$ cat src/rtl/cross_bar_pkg.sv
// Shared types for the 2x2 bus crossbar: default widths, arbiter states,
// request bundle and the downstream forwarding mux.
package cross_bar_pkg;

  localparam int DEF_ADDR_W = 32;
  localparam int DEF_DATA_W = 32;

  typedef enum logic [1:0] {
    IDLE   = 2'd0,
    GNT_S1 = 2'd1,
    GNT_S2 = 2'd2
  } arb_state_t;

  typedef struct packed {
    logic                  req;
    logic                  cmd;
    logic [DEF_ADDR_W-1:0] addr;
    logic [DEF_DATA_W-1:0] wdata;
  } bus_req_t;

  // Selects the granted upstream bundle; an idle port drives all zeros.
  function automatic bus_req_t fwd_req(input arb_state_t st,
                                       input bus_req_t   a,
                                       input bus_req_t   b);
    bus_req_t r;
    r = '0;
    case (st)
      GNT_S1:  r = a;
      GNT_S2:  r = b;
      default: r = '0;
    endcase
    return r;
  endfunction

endpackage

$ cat src/rtl/cross_bar_arbiter.sv
// Per-downstream-port arbiter. Round-robin tie-break when CROSS_BAR_RR_EN
// is defined, otherwise fixed priority with s1 winning ties.
//
// state  | meaning
// -------+-----------------------------------------------
// IDLE   | no owner, downstream outputs forced to zero
// GNT_S1 | s1 owns this port until m_ack
// GNT_S2 | s2 owns this port until m_ack
module cross_bar_arbiter
  import cross_bar_pkg::*;
(
  input  logic       clk,
  input  logic       resetn,
  input  logic       req1,
  input  logic       req2,
  input  logic       m_ack,
  output arb_state_t state
);

  logic prefer_s2;

`ifdef CROSS_BAR_RR_EN
  // After a completed grant, the next tie goes to the other source.
  always_ff @(posedge clk or posedge resetn) begin
    if (resetn) begin
      prefer_s2 <= 1'b0;
    end else if (m_ack) begin
      if (state == GNT_S1)      prefer_s2 <= 1'b1;
      else if (state == GNT_S2) prefer_s2 <= 1'b0;
    end
  end
`else
  assign prefer_s2 = 1'b0;
`endif

  always_ff @(posedge clk or posedge resetn) begin
    if (resetn) begin
      state <= IDLE;
    end else begin
      case (state)
        IDLE: begin
          if (req1 && (!req2 || !prefer_s2)) state <= GNT_S1;
          else if (req2)                     state <= GNT_S2;
        end
        // Grant is held until the slave acks, even if the master drops req.
        GNT_S1, GNT_S2: begin
          if (m_ack) state <= IDLE;
        end
        default: state <= IDLE;
      endcase
    end
  end

endmodule

$ cat src/rtl/cross_bar_2x2.sv
// Two-master / two-slave crossbar: address-MSB decode, one arbiter per RAM
// port, combinational response return. Optional macro: CROSS_BAR_RR_EN.
module cross_bar_2x2
  import cross_bar_pkg::*;
#(
  parameter int ADDR_W = DEF_ADDR_W,
  parameter int DATA_W = DEF_DATA_W
) (
  input  logic              clk,
  input  logic              resetn,
  input  logic              s1_req,
  input  logic              s1_cmd,
  input  logic [ADDR_W-1:0] s1_addr,
  input  logic [DATA_W-1:0] s1_wdata,
  output logic              s1_ack,
  output logic [DATA_W-1:0] s1_rdata,
  input  logic              s2_req,
  input  logic              s2_cmd,
  input  logic [ADDR_W-1:0] s2_addr,
  input  logic [DATA_W-1:0] s2_wdata,
  output logic              s2_ack,
  output logic [DATA_W-1:0] s2_rdata,
  output logic              m1_req,
  output logic              m1_cmd,
  output logic [ADDR_W-1:0] m1_addr,
  output logic [DATA_W-1:0] m1_wdata,
  input  logic              m1_ack,
  input  logic [DATA_W-1:0] m1_rdata,
  output logic              m2_req,
  output logic              m2_cmd,
  output logic [ADDR_W-1:0] m2_addr,
  output logic [DATA_W-1:0] m2_wdata,
  input  logic              m2_ack,
  input  logic [DATA_W-1:0] m2_rdata
);

  bus_req_t   s1_bus, s2_bus, m1_bus, m2_bus;
  arb_state_t arb_m1, arb_m2;
  logic       s1_to_m1, s1_to_m2, s2_to_m1, s2_to_m2;

  // Upstream bundles are widened into the package-sized struct.
  always_comb begin
    s1_bus                     = '0;
    s1_bus.req                 = s1_req;
    s1_bus.cmd                 = s1_cmd;
    s1_bus.addr[ADDR_W-1:0]    = s1_addr;
    s1_bus.wdata[DATA_W-1:0]   = s1_wdata;
    s2_bus                     = '0;
    s2_bus.req                 = s2_req;
    s2_bus.cmd                 = s2_cmd;
    s2_bus.addr[ADDR_W-1:0]    = s2_addr;
    s2_bus.wdata[DATA_W-1:0]   = s2_wdata;
  end

  assign s1_to_m1 = s1_req & ~s1_addr[ADDR_W-1];
  assign s1_to_m2 = s1_req &  s1_addr[ADDR_W-1];
  assign s2_to_m1 = s2_req & ~s2_addr[ADDR_W-1];
  assign s2_to_m2 = s2_req &  s2_addr[ADDR_W-1];

  cross_bar_arbiter u_arb_m1 (
    .clk    (clk),
    .resetn (resetn),
    .req1   (s1_to_m1),
    .req2   (s2_to_m1),
    .m_ack  (m1_ack),
    .state  (arb_m1)
  );

  cross_bar_arbiter u_arb_m2 (
    .clk    (clk),
    .resetn (resetn),
    .req1   (s1_to_m2),
    .req2   (s2_to_m2),
    .m_ack  (m2_ack),
    .state  (arb_m2)
  );

  assign m1_bus   = fwd_req(arb_m1, s1_bus, s2_bus);
  assign m2_bus   = fwd_req(arb_m2, s1_bus, s2_bus);

  assign m1_req   = m1_bus.req;
  assign m1_cmd   = m1_bus.cmd;
  assign m1_addr  = m1_bus.addr[ADDR_W-1:0];
  assign m1_wdata = m1_bus.wdata[DATA_W-1:0];
  assign m2_req   = m2_bus.req;
  assign m2_cmd   = m2_bus.cmd;
  assign m2_addr  = m2_bus.addr[ADDR_W-1:0];
  assign m2_wdata = m2_bus.wdata[DATA_W-1:0];

  // Responses return only to the current owner; everyone else sees zeros.
  assign s1_ack = ((arb_m1 == GNT_S1) & m1_ack) | ((arb_m2 == GNT_S1) & m2_ack);
  assign s2_ack = ((arb_m1 == GNT_S2) & m1_ack) | ((arb_m2 == GNT_S2) & m2_ack);

  always_comb begin
    s1_rdata = '0;
    s2_rdata = '0;
    if (arb_m1 == GNT_S1)      s1_rdata = m1_rdata;
    else if (arb_m2 == GNT_S1) s1_rdata = m2_rdata;
    if (arb_m1 == GNT_S2)      s2_rdata = m1_rdata;
    else if (arb_m2 == GNT_S2) s2_rdata = m2_rdata;
  end

endmodule

$ cat config.mk
export PLATFORM = sky130hd
export DESIGN_NAME = cross_bar_2x2
export DESIGN_NICKNAME = d
export VERILOG_FILES = /design/src/rtl/cross_bar_pkg.sv /design/src/rtl/cross_bar_arbiter.sv /design/src/rtl/cross_bar_2x2.sv
export SDC_FILE = /design/constraint.sdc
export NUM_CORES = 1
export LEC_CHECK = 0
export CORE_AREA = 5 5 150 152
export CTS_CLUSTER_SIZE = 25
export DETAILED_ROUTE_END_ITERATION = 10
export DIE_AREA = 0 0 155 157
export GPL_TIMING_DRIVEN = 0
export HOLD_SLACK_MARGIN = 0.1
export PLACE_DENSITY = 0.58
export SYNTH_ARGS = -nofsm -noshare
export SYNTH_HDL_FRONTEND = slang
export SYNTH_SLANG_ARGS = --single-unit
$ cat constraint.sdc
create_clock -name clk -period 2.8 [get_ports clk]
set_clock_uncertainty 0.15 [all_clocks]
set_input_delay 0.56 -clock clk [delete_from_list [all_inputs] [get_ports clk]]
set_output_delay 0.56 -clock clk [all_outputs]
set_load 0.05 [all_outputs]
# Word-level counts from Yosys, hierarchy flattened
# Index checks and enable logic that the tools add are counted.
# totals
ff_bits	4
# classes
eq_ne	8
bitwise_logic	12
n_mux	14
reduce_logical	6
# ops
op	count
$pmux W66 S2	2
$mux W32	4
$mux W2	6
$and A1 B1 Y1	8
$pmux W2 S2	2
$ne A3 B3 Y1 const B	2
$eq A2 B1 Y1 const B	2
$eq A2 B2 Y1 const B	2
$logic_not A2 Y1	2
$ne A2 B2 Y1 const B	2
$reduce_and A2 Y1	2
$reduce_or A2 Y1	2
$not A1 Y1	2
$or A1 B1 Y1	2

# Depth between registers and ports, before layout
# depth
depth_word	5
ltp_mapped	7
mapped_depth_nobuf	5

# By module
# From an unflattened synthesis, not the netlist that was laid out.
# hier_totals
hier_cells	495
hier_area_um2	2864.0
# by_module_without_submodules
module	cells_each	instances	area_each_um2
cross_bar_2x2	469	1	2611.3
cross_bar_arbiter	13	2	126.4

# Worst setup path before layout
# Ideal clock, no wire load.
# synth_timing
path_kind	register to output
startpoint	register u_arb_m1.state[0]
endpoint	output m1_addr[0]
path_slack_ns	0.257
t_arrival_ns	1.833
path_buffers	2
path_stages_with_launch	6
cell_sequence	dfrtp_1 -> inv_1 -> ha_1 -> buf_2 -> clkbuf_1 -> nor2b_1
# synth_between
elab_chain_len	2
word_cells_on_any_way	3
cone_classes	eq/ne: 2; mux: 1
# synth_rtl
element	line_no	source
start: declaration	cross_bar_arbiter.sv:17	output arb_state_t state
start signal: assignment	cross_bar_arbiter.sv:38	state <= IDLE;
start signal: assignment	cross_bar_arbiter.sv:42	if (req1 && (!req2 || !prefer_s2)) state <= GNT_S1;
start signal: assignment	cross_bar_arbiter.sv:43	else if (req2) state <= GNT_S2;
$eq A2 B2 Y1 / $eq A2 B1 Y1 (equally long branches)	cross_bar_pkg.sv:27	case (st)
$pmux W66 S2 *	cross_bar_pkg.sv:27	
end: declaration	cross_bar_2x2.sv:25	output logic [ADDR_W-1:0] m1_addr,
# Mark *: on every way between the ends. The rest lies on a longest branch, timed or not.

# Final worst setup path
# layout_timing
startpoint	register u_arb_m2.state[1]
endpoint	output m2_addr[8]
# layout_between
elab_chain_len	2
word_cells_on_any_way	3
cone_classes	eq/ne: 2; mux: 1
# layout_rtl
element	line_no	source
start: declaration	cross_bar_arbiter.sv:17	
start signal: assignment	cross_bar_arbiter.sv:38	
start signal: assignment	cross_bar_arbiter.sv:42	
start signal: assignment	cross_bar_arbiter.sv:43	
$eq A2 B2 Y1 / $eq A2 B1 Y1 (equally long branches)	cross_bar_pkg.sv:27	
$pmux W66 S2 *	cross_bar_pkg.sv:27	
end: declaration	cross_bar_2x2.sv:31	output logic [ADDR_W-1:0] m2_addr,
# Marked as above.

==> results.cfg <==
[synthesis]
post_synth_num_cell_types = 19
synth-adder-area-share_pct = 2.90
portion_of_netlist_area_occupied_by_mux_cells_pct = 0
ys_ff_latch = 4
synth-compound-area-share_pct = 53.5
yosys_warnings = 0
summed_instance_area_of_the_synthesized_netlist_um2 = 3020
synth_area_per_cell_um2 = 7.13
mappedNetlistNets = 631
synth_seq_area_share_pct = 3.31
netlist_instances = 424
synth-xor-area-share_pct = 0
largest_family_of_logic_cells_by_synthesized_area = compound AO/OA/AOI/OAI gates
area_fraction_in_and_or_nand_and_nor_cells_after_synthesis_pct = 29.3

[layout]
final_cell_mix = clkdlybuf4s50_1, buf_2, nor2b_1, a22oi_1, a22o_1
num-fill-cells = 2410
layout-drive-gt1-share_pct = 31.6
diodes = 0
count_of_placed_standard_cells_in_the_final_layout_fillers_left_out = 1099
mostFrequentLayoutCell = clkdlybuf4s50_1
design.final.nets = 1033
areaGrowthSynthToFinish_pct = 124

[floorplanning]
row_count = 53
design.die.area_um2 = 24300
dieWidth_um = 155
die_height_um = 157
fp.coreArea_um2 = 20900
io_pins = 398
start_util_pct = 14.5

[cts]
clock_tree.buffer_depth = 2
clock_sink_count = 4
number_of_buffers_added_by_the_clock_tree_synthesis_step = 3
cts_root_buf = clkbuf_16
ctsHtreeMaxLevel = 1
clk_transition_reported_paths_ns = 0.03
holdBufCountCts = 0
tritoncts = yes
worst_skew_pair.late_latency_ns = 0.22
post_cts.repair.setup_buffers = 0

[place]
dp.final_hpwl_mm = 19.4
place_congestion = 0.894
dp_cells = 1096
port_buffers = 397

[detailed_routing]
route.antenna.remaining_nets = 0
viasPerCell = 4.81
drt_pre_antenna_iters = 5
num_vias = 5291
first_iter_violations = 332
wire_per_inst_um = 22.1
drc_errors = 0
final_wirelength_mm = 24.2

[grt]
first_global_vias = 5432
overflow = 0
grt_use_met1_pct = 23.1
largest_net_degree_at_the_start_of_global_routing = 11
top_usage_layer = met2
antenna_violations_before_repair = 0
groute.layer.met2.usage_pct = 31.1
global_route.usage.met3_pct = 3.52
globalRouteTotalUtil_pct = 18.0
wire_length_of_the_first_global_routing_pass_mm = 34.5

[timing]
fmax_mhz = 367
worst-slew-pin-transition_ns = 0.518
max-slew-margin-rel_pct = 65.6
finalCriticalPeriod_ns = 2.72
rsz_0062_raised_after_global_routing = true
fraction_of_the_cycle_the_final_worst_path_needs_pct = 97.2
setup_viol = 0
final_max_slew_viol_count = 0
finalHoldViolations = 0

[critical_path]
setup.worst_path.class = register to primary output
critPathRequiredTime_ns = 2.09
end_kind = primary output
reg2reg_from = u_arb_m2.state[0]$_DFFE_PP0P_
ff2ff_path_depth = 5
critPathLaunch = u_arb_m2.state[1]$_DFFE_PP0P_
signal_arrival_time_at_the_worst_endpoint_ns = 2.01
cp-start-kind = register
timing.critical_path.fanout_max = 10

[power]
powerDensity_nw_per_um2 = 1380
fin_total_pwr_mw = 9.36
power.leakage_nw = 2.86
vdd_drop_max_mv = 0.404

[status]
status = completed

[hold_path]
hold_path.class = register to register
hold_depth = 1
timing.hold.worst.start = u_arb_m1.state[0]$_DFFE_PP0P_

[job]
max-cap-violations = 0
## area by class of cell
cell class | count | area (um^2) | area share [%]
buffer | 58 | 382 | 5.64
tap | 275 | 344 | 5.09
inverter | 6 | 22.5 | 0.333
timing repair buffer | 397 | 3240 | 47.9
clock buffer | 3 | 75.1 | 1.11
sequential | 4 | 100 | 1.48
multi-input combinational | 356 | 2600 | 38.4
## report_power, final
part           leakage [nW]  switching (mW)  internal, mW
Sequential           0.0521          0.0171        0.0845
Clock                0.0370          0.0348         0.182
Combinational          2.77            6.29          2.75
## timing repair
item | 4_1_cts | 5_1_grt
setup endpoints to repair | 198 | 163
gates cloned | 0 | 0
gates resized for setup | 692 | 277
## worst max-delay path, stage by stage, from the launching register on
cell and delay (ns):
dfrtp_1 0.37, inv_1 0.11, ha_2 0.29, buf_4 0.24, buf_4 0.21, a22oi_1 0.08
nor2b_1 0.23, buf_4 0.25
## sequential cells by signal, summed over array words and instances (netlist names)
name,flops
u_arb_m1.state,2
u_arb_m2.state,2
## metal layers
| metal | vias to the layer above | part of all wire [%] |
|---|---|---|
| met3 | 40 | 7.1 |
| met5 | - | 0 |
| met4 | 0 | 2.6 |
| met2 | 264 | 48 |
| li1 | 2433 | - |
| met1 | 2554 | 42 |
## cells by family (layout without fill, tap and decap cells)
logic type	count (synthesis)	count (layout)
AOI/OAI and AO/OA	206	206
and+or+nand+nor	143	143
buffers and inverters	64	464
adders and majority gates	7	7
DFF	4	4
## worst paths after layout
check	slack, ns	endpoint
worst max-delay path	0.08	m2_addr[8]
worst min register to register	0.36	u_arb_m1.state[0]$_DFFE_PP0P_
worst max register to register	1.25	u_arb_m2.state[1]$_DFFE_PP0P_
max in group asynchronous	1.98	u_arb_m1.state[1]$_DFFE_PP0P_
worst min-delay path	0.36	u_arb_m1.state[0]$_DFFE_PP0P_
min in group asynchronous	0.38	u_arb_m2.state[0]$_DFFE_PP0P_
## synth_stat cells
cell type | n | area [um^2]
o22ai_1 | 1 | 6.26
nand2b_1 | 1 | 6.26
a22o_1 | 66 | 578
ha_1 | 7 | 87.6
a21oi_1 | 3 | 15.0
buf_4 | 10 | 75.1
nand2_1 | 3 | 11.3
dfrtp_1 | 4 | 100
a32o_1 | 1 | 10.0
buf_2 | 24 | 120
clkbuf_1 | 21 | 78.8
nand3b_1 | 1 | 7.51
nor2b_1 | 137 | 857
inv_1 | 6 | 22.5
buf_6 | 3 | 33.8
a22oi_1 | 132 | 991
o21ai_0 | 2 | 10.0
nand3_1 | 1 | 5.00
a21boi_0 | 1 | 7.51
## through the flow
stage | TNS (ns) | cell area [um^2] | setup slack (ns) | hold WS, ns | util [%]
floorplan | 0 | 3020 | 0.257 | 0.176 | -
global placement | -62.62 | 7340 | -0.674 | 0.380 | 35.1
detailed placement | -63.98 | 7340 | -0.648 | 0.366 | 35.1
CTS | 0 | 7460 | 0.00000733 | 0.372 | 35.7
global route | -0.0409 | 6760 | -0.0201 | 0.407 | 32.4
finish | 0 | 6760 | 0.0773 | 0.364 | 32.4
(Power assumes the default switching activity.)
